File: src/rtl/sa_fifo_ctrl.sv
// sa_fifo_ctrl: parametrised synchronous FIFO for the systolic array operand and
// result channels, with a registered read path.
//
// Ports:
//   clk      in   rising-edge clock
//   rst_n    in   asynchronous active-low reset
//   clr      in   synchronous flush (pointers, rd_valid and error flags)
//   wr_en    in   push request
//   wr_data  in   push data [DW]
//   rd_en    in   pop request
//   rd_data  out  popped data, registered [DW]
//   rd_valid out  one-cycle pulse for each accepted pop
//   full     out  count == 2**AW
//   afull    out  count >= AFULL_TH
//   empty    out  count == 0
//   aempty   out  count <= AEMPTY_TH
//   count    out  occupancy 0..2**AW [AW+1]
//   ovf      out  sticky, set by a rejected push
//   udf      out  sticky, set by a rejected pop
module sa_fifo_ctrl #(
  parameter int unsigned DW        = 16,
  parameter int unsigned AW        = 2,
  parameter int unsigned AFULL_TH  = 3,
  parameter int unsigned AEMPTY_TH = 1
) (
  input  logic          clk,
  input  logic          rst_n,
  input  logic          clr,
  input  logic          wr_en,
  input  logic [DW-1:0] wr_data,
  input  logic          rd_en,
  output logic [DW-1:0] rd_data,
  output logic          rd_valid,
  output logic          full,
  output logic          afull,
  output logic          empty,
  output logic          aempty,
  output logic [AW:0]   count,
  output logic          ovf,
  output logic          udf
);

  localparam int unsigned DEPTH = 2 ** AW;
  localparam int unsigned PW    = AW + 1;

  logic [DW-1:0] mem_q [DEPTH];

  logic [PW-1:0] wr_ptr_q, wr_ptr_d;
  logic [PW-1:0] rd_ptr_q, rd_ptr_d;
  logic [DW-1:0] rd_data_q, rd_data_d;
  logic          rd_valid_q, rd_valid_d;
  logic          ovf_q, ovf_d;
  logic          udf_q, udf_d;

  logic          push_acc;
  logic          pop_acc;
  logic [AW-1:0] wr_idx;
  logic [AW-1:0] rd_idx;

  // Status derived from the pointers; the MSB is the wrap bit.
  assign wr_idx = wr_ptr_q[AW-1:0];
  assign rd_idx = rd_ptr_q[AW-1:0];
  assign count  = wr_ptr_q - rd_ptr_q;
  assign empty  = (wr_ptr_q == rd_ptr_q);
  assign full   = (wr_idx == rd_idx) && (wr_ptr_q[AW] != rd_ptr_q[AW]);
  assign afull  = (count >= PW'(AFULL_TH));
  assign aempty = (count <= PW'(AEMPTY_TH));

  // Acceptance uses pre-edge flags only, so there is no fall-through.
  assign push_acc = wr_en & ~full & ~clr;
  assign pop_acc  = rd_en & ~empty & ~clr;

  // Next-state logic for pointers, read path and sticky errors.
  always_comb begin
    wr_ptr_d   = wr_ptr_q;
    rd_ptr_d   = rd_ptr_q;
    rd_data_d  = rd_data_q;
    rd_valid_d = 1'b0;
    ovf_d      = ovf_q;
    udf_d      = udf_q;
    if (clr) begin
      // Flush leaves RAM and rd_data untouched.
      wr_ptr_d = '0;
      rd_ptr_d = '0;
      ovf_d    = 1'b0;
      udf_d    = 1'b0;
    end else begin
      if (push_acc) begin
        wr_ptr_d = wr_ptr_q + PW'(1);
      end
      if (pop_acc) begin
        rd_ptr_d   = rd_ptr_q + PW'(1);
        rd_data_d  = mem_q[rd_idx];
        rd_valid_d = 1'b1;
      end
      if (wr_en && full) begin
        ovf_d = 1'b1;
      end
      if (rd_en && empty) begin
        udf_d = 1'b1;
      end
    end
  end

  // Control and read-path registers.
  always_ff @(posedge clk or negedge rst_n) begin
    if (!rst_n) begin
      wr_ptr_q   <= '0;
      rd_ptr_q   <= '0;
      rd_data_q  <= '0;
      rd_valid_q <= 1'b0;
      ovf_q      <= 1'b0;
      udf_q      <= 1'b0;
    end else begin
      wr_ptr_q   <= wr_ptr_d;
      rd_ptr_q   <= rd_ptr_d;
      rd_data_q  <= rd_data_d;
      rd_valid_q <= rd_valid_d;
      ovf_q      <= ovf_d;
      udf_q      <= udf_d;
    end
  end

  // Storage array, intentionally not reset.
  always_ff @(posedge clk) begin
    if (push_acc) begin
      mem_q[wr_idx] <= wr_data;
    end
  end

  assign rd_data  = rd_data_q;
  assign rd_valid = rd_valid_q;
  assign ovf      = ovf_q;
  assign udf      = udf_q;

endmodule

File: config.mk
export PLATFORM = sky130hd
export DESIGN_NAME = sa_fifo_ctrl
export DESIGN_NICKNAME = d
export VERILOG_FILES = /design/src/rtl/sa_fifo_ctrl.sv
export SDC_FILE = /design/constraint.sdc
export NUM_CORES = 1
export LEC_CHECK = 0
export BUFFER_PORTS_ARGS = -buffer_cell sky130_fd_sc_hd__buf_2
export CORE_MARGIN = 4
export CORE_UTILIZATION = 59
export CTS_BUF_LIST = sky130_fd_sc_hd__clkbuf_4
export CTS_CLUSTER_SIZE = 28
export DETAILED_ROUTE_END_ITERATION = 16
export GPL_TIMING_DRIVEN = 0
export PLACE_DENSITY = 0.81
export SETUP_SLACK_MARGIN = 0.5
export SLEW_MARGIN = 10
export SYNTH_ARGS = -nofsm -noshare
export SYNTH_HDL_FRONTEND = slang
export SYNTH_SLANG_ARGS = --single-unit
File: constraint.sdc
create_clock -name clk -period 3.4 [get_ports clk]
set_input_delay 0.34 -clock clk [delete_from_list [all_inputs] [get_ports clk]]
set_output_delay 0.34 -clock clk [all_outputs]
set_load 0.01 [all_outputs]
==> reports/metrics.yaml, run 1 <==
outcome: "finished, final reports clean"
critPathKind: "reg2out"
synthDistinctLibCells: 30
yosys.area.top_type_share_pct: 53.7
grt_usage_pct: 19.0
pwr-share-clk_pct: 19.5
syn-num-nets: 212
syn2layout_area_growth_pct: 13.3
grt_pass1_wl_mm: 10.2
io_pins: 47
synth-simple-area-share_pct: 2.41
cts_setup_buffers: 0
grt_max_degree: 26
drive_gt1_share_pct: 43.1
die-width_um: 85.9
crit_path_start_kind: "flop"
synthMuxAreaShare_pct: 16.7
row_count: 28
antenna_found_initial: 0
power.switching_uw: 738
clockBufferDepth: 2
worst_slew_pin_slew_ps: 618
ir_drop_uv: 368
synth_seq_cells: 89
dp_slack_ps: -83.3
synth_seq_area_share_pct: 71.2
reg2regPathDepth: 7
setup_viol: 0
post_synth.cell_area_avg_um2: 19.5
finalHoldViolCount: 0
combPwrFrac_pct: 26.3
numCtsBuffers: 9
synth_xor_area_share_pct: 0.944
fp.dieH_um: 85.9
period_share_pct: 80.6
drv_slew: 0
layout_setup_ws_ps: 659
portBuffers: 46
gp_congestion: 0.737
synth.area.top_cells: "edfxtp_1 (54%), dfrtp_1 (17%), mux4_2 (10%)"
via_per_inst: 5.67
final_nets: 270
rsz0062_at_grt: "no"
grt-ovfl-total: 0
wl_per_cell_um: 19.6
coreArea_mm2: 0.00589
routed_wl_mm: 6.29
final_core_util_pct: 68.9
switching_share_pct: 29.2
synthAdderAreaFrac_pct: 3.01
fmax_mhz: 365
cp.arrival_ps: 2400
relSlewSlack_pct: 58.8
ant_nets: 0
cts_root_buffer: "clkbuf_4"
dieArea_mm2: 0.00737
htreeDepth: 3
period_minus_slack_ps: 2740
yosysTopAreaCell: "edfxtp_1"
powerDensity_mw_per_mm2: 624
hold_class: "in2reg"
tritoncts: "done"
antennaDiodeCount: 0
synth_top_family_by_area: "multiplexers"
endpoint_kind: "output port"
cap_violations: 0
clk_latency_ps: 420
required_ps: 3060
drt_iter0_drc: 110
netlist_area_mm2: 0.00358
p_int_uw: 1790
power_uw: 2530
clock-sinks: 89
drc: 0
start_util_pct: 60.8
setup_tns_ps: 0
drt-pass1-iter-count: 5
p_leak_uw: 0.00157
grt_pass1_vias: 1912
hold_ws_ps: 122
yosysWarnings: 0
seq_power_share_pct: 54.2
finClkSkew_ps: 19.6
hpwl_mm: 4.19
min_path_cells: 1
clk_pin_slew_ps: 140
vias: 1820
path_max_fanout: 10
synth-compound-area-share_pct: 3.88
synthCells: 183
## per-layer routing
metal	track usage (%)	up-vias	share of wire (%)
met5	0	-	0
met1	25.3	928	42
met4	8.35	0	1.2
met3	4.13	8	4.2
li1	-	833	-
met2	30.3	51	53
## final timing paths
check | slack (ps) | endpoint | from
max | 660 | aempty | rd_ptr_q[1]
max in group asynchronous | 2530 | rd_data[12] | rst_n
max reg2reg | 780 | mem_q[0][10] | rd_ptr_q[1]
min | 120 | mem_q[2][0] | wr_data[0]
min in group asynchronous | 450 | rd_ptr_q[2] | rst_n
min reg2reg | 500 | ovf | ovf
## Yosys cell counts, drive strengths merged
| cell | number |
|---|---|
| nor2b | 1 |
| mux4 | 16 |
| xnor2 | 2 |
| o311ai | 1 |
| or2b | 1 |
| fa | 1 |
| and3 | 4 |
| a211o | 1 |
| a311o | 1 |
| o2111ai | 3 |
| a21boi | 2 |
| buf | 3 |
| ha | 7 |
| o31ai | 2 |
| mux2 | 18 |
| o211ai | 1 |
| a31oi | 2 |
| nor2 | 8 |
| a2111oi | 1 |
| a21oi | 1 |
| a21o | 1 |
| clkbuf | 3 |
| dfrtp | 25 |
| and2 | 1 |
| xor2 | 1 |
| nand2 | 3 |
| inv | 9 |
| edfxtp | 64 |
## critical path, stage by stage (launching register included)
cell and delay (ps):
dfrtp_1 380, clkbuf_2 240, clkbuf_4 270, inv_1 120, fa_1 430, xnor2_1 290
nor2_1 80, buf_2 150
## state kept, by name, indices dropped and copies added (netlist names)
name and cells:
rd_data 16, udf 1, mem_q 64, wr_ptr_q 3, ovf 1, rd_ptr_q 3
rd_valid 1
## what timing repair did
item / CTS / global route
setup endpoints to repair: 80 / 68
endpoints found under the hold margin: 25 / 0
resized for setup: 7 / 4
hold buffers: 1 / 0
pin swaps: 0 / 0
## cells by family (layout without fill, tap and decap cells)
| group | count (synthesis) | in the layout |
|---|---|---|
| DFF | 89 | 89 |
| muxes | 34 | 34 |
| and+or+nand+nor | 18 | 18 |
| AOI/OAI and AO/OA | 16 | 16 |
| buffers and inverters | 15 | 78 |
| adders and majority gates | 8 | 8 |
| xor gates and xnor gates | 3 | 3 |
## metrics by stage
step / std cells / instance area [um2]
floorplan: 183 / 3580
global placement: 304 / 3910
detailed placement: 304 / 3910
CTS: 321 / 4050
global route: 321 / 4050
finish: 321 / 4050
## area by class of cell
type | instances | area [um2]
plain buffers | 6 | 37.5
repair buffers | 47 | 240
multi-input cells | 79 | 987
well taps | 75 | 93.8
inverters | 9 | 33.8
flip-flops and latches | 89 | 2550
clock buffers | 9 | 67.6
fillers | 397 | 1830
clock inverters | 7 | 45.0
## layout by cell type, fill, tap and decap left out, types with 4 or more instances in the layout
master / instances
buf_2: 48
mux2_2: 9
nor2_1: 8
and3_4: 4
mux4_2: 16
ha_1: 7
dfrtp_1: 25
inv_1: 9
clkbuf_4: 10
edfxtp_1: 64
mux2_4: 9
## power by group through the flow
stage	sequential (uW)	clock [uW]	combinational, uW
after detailed placement	1400	0	664
after CTS	1370	505	670
after global placement	1390	0	641
after global routing	1390	554	721
after floorplan	1430	0	380
final	1370	492	665
No activity file was read; power rests on OpenSTA's default activity.
==> inputs of run 2 (changes only) <==
- CORE_UTILIZATION: 59 -> 53
- PLACE_DENSITY: 0.81 -> 0.77
- clock period: 3.4 -> 2.28 ns (I/O delays scaled with it)
==> run 2 against run 1 <==
Clock power rose by 64%. Design area rose by 16%. Global-route usage fell by 0.47 points. Combinational power rose by 98%. Hold slack got worse by 96 ps. Cell count rose by 13%. Critical path type unchanged. Critical endpoint is now afull. Largest power group unchanged. Highest routed layer unchanged.
==> reports/metrics.yaml, run 2 (synthesized netlist as in run 1, its figures left out) <==
outcome: "finished, final reports clean"  # unchanged
p_leak_uw: 0.00189  # was 0.00157 uW
pwr-share-clk_pct: 19.3  # was 19.5%
combPwrFrac_pct: 31.6  # was 26.3%
die-width_um: 90.2  # was 85.9 um
largest_reg_flops: 64  # unchanged
htreeDepth: 3  # unchanged
final_cell_mix: "edfxtp_1 (64), buf_2 (44), dfrtp_1 (25)"  # was edfxtp_1 (64), buf_2 (48), dfrtp_1 (25)
relSlewSlack_pct: 60.1  # was 58.8%
top_register: "mem_q"  # unchanged
setup_viol: 0  # unchanged
endpoint: "afull"  # was aempty
routed_wl_mm: 7.03  # was 6.29 mm
hold_class: "in2reg"  # unchanged
cpMaxStageDelayCell: "fa_2"  # was fa_1
power.switching_uw: 1210  # was 738 uW
grt_use_met3_pct: 6.01  # was 4.13%
grt_max_degree: 26  # unchanged
drc: 0  # unchanged
critPathKind: "reg2out"  # unchanged
drv_slew: 0  # unchanged
worst-path-stages: 6  # was 7
powerDensity_mw_per_mm2: 885  # was 624 mW/mm2
ant_nets: 0  # unchanged
start_util_pct: 55.4  # was 60.8%
vias: 2017  # was 1,820
rsz0062_at_grt: "yes"  # was no
portBuffers: 46  # unchanged
wl_per_cell_um: 19.4  # was 19.6 um
clk_pin_slew_ps: 140  # about the same
clockBufferDepth: 2  # unchanged
finalHoldViolCount: 0  # unchanged
antennaDiodeCount: 0  # unchanged
seq_power_share_pct: 49.1  # was 54.2%
setup_tns_ps: 0  # unchanged
path_max_fanout: 3  # was 10
critPathBufInv: 4  # unchanged
switching_share_pct: 29.1  # was 29.2%
use_met1_pct: 23.3  # was 25.3%
clk_latency_ps: 440  # was 420 ps
grt-ovfl-total: 0  # unchanged
antenna_found_initial: 0  # unchanged
grt_pass1_wl_mm: 11.3  # was 10.2 mm
clock-sinks: 89  # unchanged
fmax_mhz: 457
via_per_inst: 5.56  # was 5.67
cp-startpoint: "rd_ptr_q[1]"  # unchanged
drt-pass1-iter-count: 4  # was 5
hpwl_mm: 3.99  # was 4.19 mm
final_core_util_pct: 72.9  # was 68.9%
nFillCells: 381  # was 397
top_usage_layer: "met2"  # unchanged
syn2layout_area_growth_pct: 31.7  # was 13.3%
crit_path_start_kind: "flop"  # unchanged
period_share_pct: 96.0
final_nets: 310  # was 270
max_stage_delay_ps: 450  # was 430 ps
finClkSkew_ps: 14.0  # was 19.6 ps
tritoncts: "done"  # unchanged
period_minus_slack_ps: 2190
gp_congestion: 0.784  # was 0.737
grt_use_met2_pct: 30.6  # was 30.3%
drive_gt1_share_pct: 51.7  # was 43.1%
r2r_end: "mem_q[1][0]"  # was mem_q[0][10]
endpoint_kind: "output port"  # unchanged
worst_slew_pin_slew_ps: 599  # was 618 ps
grt_pass1_vias: 2161  # was 1,912
dieArea_mm2: 0.00813  # was 0.00737 mm2
layout_commonest_cell: "edfxtp_1"  # unchanged
r2r_slack_ps: 200  # was 780 ps
worstPathCellList: "clkbuf_8, clkbuf_16, inv_8, fa_2, a21o_1, buf_2"  # was clkbuf_2, clkbuf_4, inv_1, fa_1, xnor2_1, nor2_1, buf_2
cp.arrival_ps: 1960  # was 2400 ps
row_count: 29  # was 28
ir_drop_uv: 580  # was 368 uV
p_int_uw: 2960  # was 1790 uW
coreArea_mm2: 0.00646  # was 0.00589 mm2
cts_root_buffer: "clkbuf_4"  # unchanged
reg2regPathDepth: 9  # was 7
grt_usage_pct: 18.5  # was 19.0%
r2r_start: "rd_ptr_q[1]"  # unchanged
required_ps: 2050  # was 3060 ps
drt_iter0_drc: 72  # was 110
cap_violations: 0  # unchanged
io_pins: 47  # unchanged
fp.dieH_um: 90.2  # was 85.9 um
cp_top_family: "buffers and inverters"  # unchanged
numCtsBuffers: 9  # unchanged
[run 2: cell count changes in the layout (fill, tap and decap cells not counted), moves of 4 or more]
cell	before	now
mux2_4	9	18
buf_4	0	12
dlygate4sd3_1	1	15
buf_6	1	9
mux2_2	9	0
buf_2	48	44
[run 2: through the flow]
| step | instances | total power, uW | worst slack [ps] | area, um2 | hold WS [ps] |
|---|---|---|---|---|---|
| floorplan | 183 | 2750 | 357 | 3670 | -67.6 |
| global placement | 306 | 3090 | 106 | 4000 | 274 |
| detailed placement | 306 | 3110 | 102 | 4000 | 275 |
| CTS | 358 | 4130 | 91.4 | 4600 | 0.400 |
| global route | 363 | 4380 | 10.1 | 4710 | 1.53 |
| finish | 363 | 4170 | 91.8 | 4710 | 26.4 |
[run 2: final cells by class]
cell class | instances | area (um2) | share of cell area, %
Buffer | 6 | 72.6 | 1.54
Clock buffer | 10 | 75.1 | 1.59
Clock inverter | 6 | 50.0 | 1.06
Inverter | 9 | 41.3 | 0.877
Multi-Input combinational cell | 82 | 1150 | 24.4
Sequential cell | 89 | 2550 | 54.1
Tap cell | 77 | 96.3 | 2.05
Timing Repair Buffer | 84 | 677 | 14.4
[run 2: per-layer routing]
layer	vias to the layer above	routed length (um)
met3	11	352
met5	-	0
met1	1023	2970
li1	922	-
met4	0	69
met2	61	3640
[run 2: worst min-delay path by stage]
stage	from	end	slack (ps)	cells past startpoint
after detailed placement	rst_n	rd_data[10]	270	1
after global placement	rst_n	rd_data[10]	270	1
after global routing	wr_data[4]	mem_q[0][4]	2	1
final	wr_data[4]	mem_q[3][4]	30	1
after floorplan	rst_n	ovf	-70	0
after CTS	wr_data[9]	mem_q[0][9]	0.4	1
[run 2: worst register-to-register path, cell delays in order (launching register included)]
cell       delay, ps
dfrtp_1          430
clkbuf_8         150
clkbuf_16        140
inv_8             50
ha_4             200
and2_4           160
a21boi_4         200
and3_4           250
buf_12           120
buf_16           110
[run 2: power groups by stage]
| stage | Clock, uW | Sequential, uW | Combinational (uW) |
|---|---|---|---|
| final | 805 | 2050 | 1320 |
| after global placement | 0 | 2070 | 1010 |
| after floorplan | 0 | 2130 | 619 |
| after CTS | 822 | 2050 | 1260 |
| after global routing | 897 | 2080 | 1410 |
| after detailed placement | 0 | 2080 | 1030 |
[run 2: repair_timing]
action	CTS	global route
cloned	5	0
setup endpoints to repair	92	94
buffers inserted	20	1
hold endpoints to repair	61	11
pin swaps	7	3
resized for setup	31	12
hold buffers	11	4
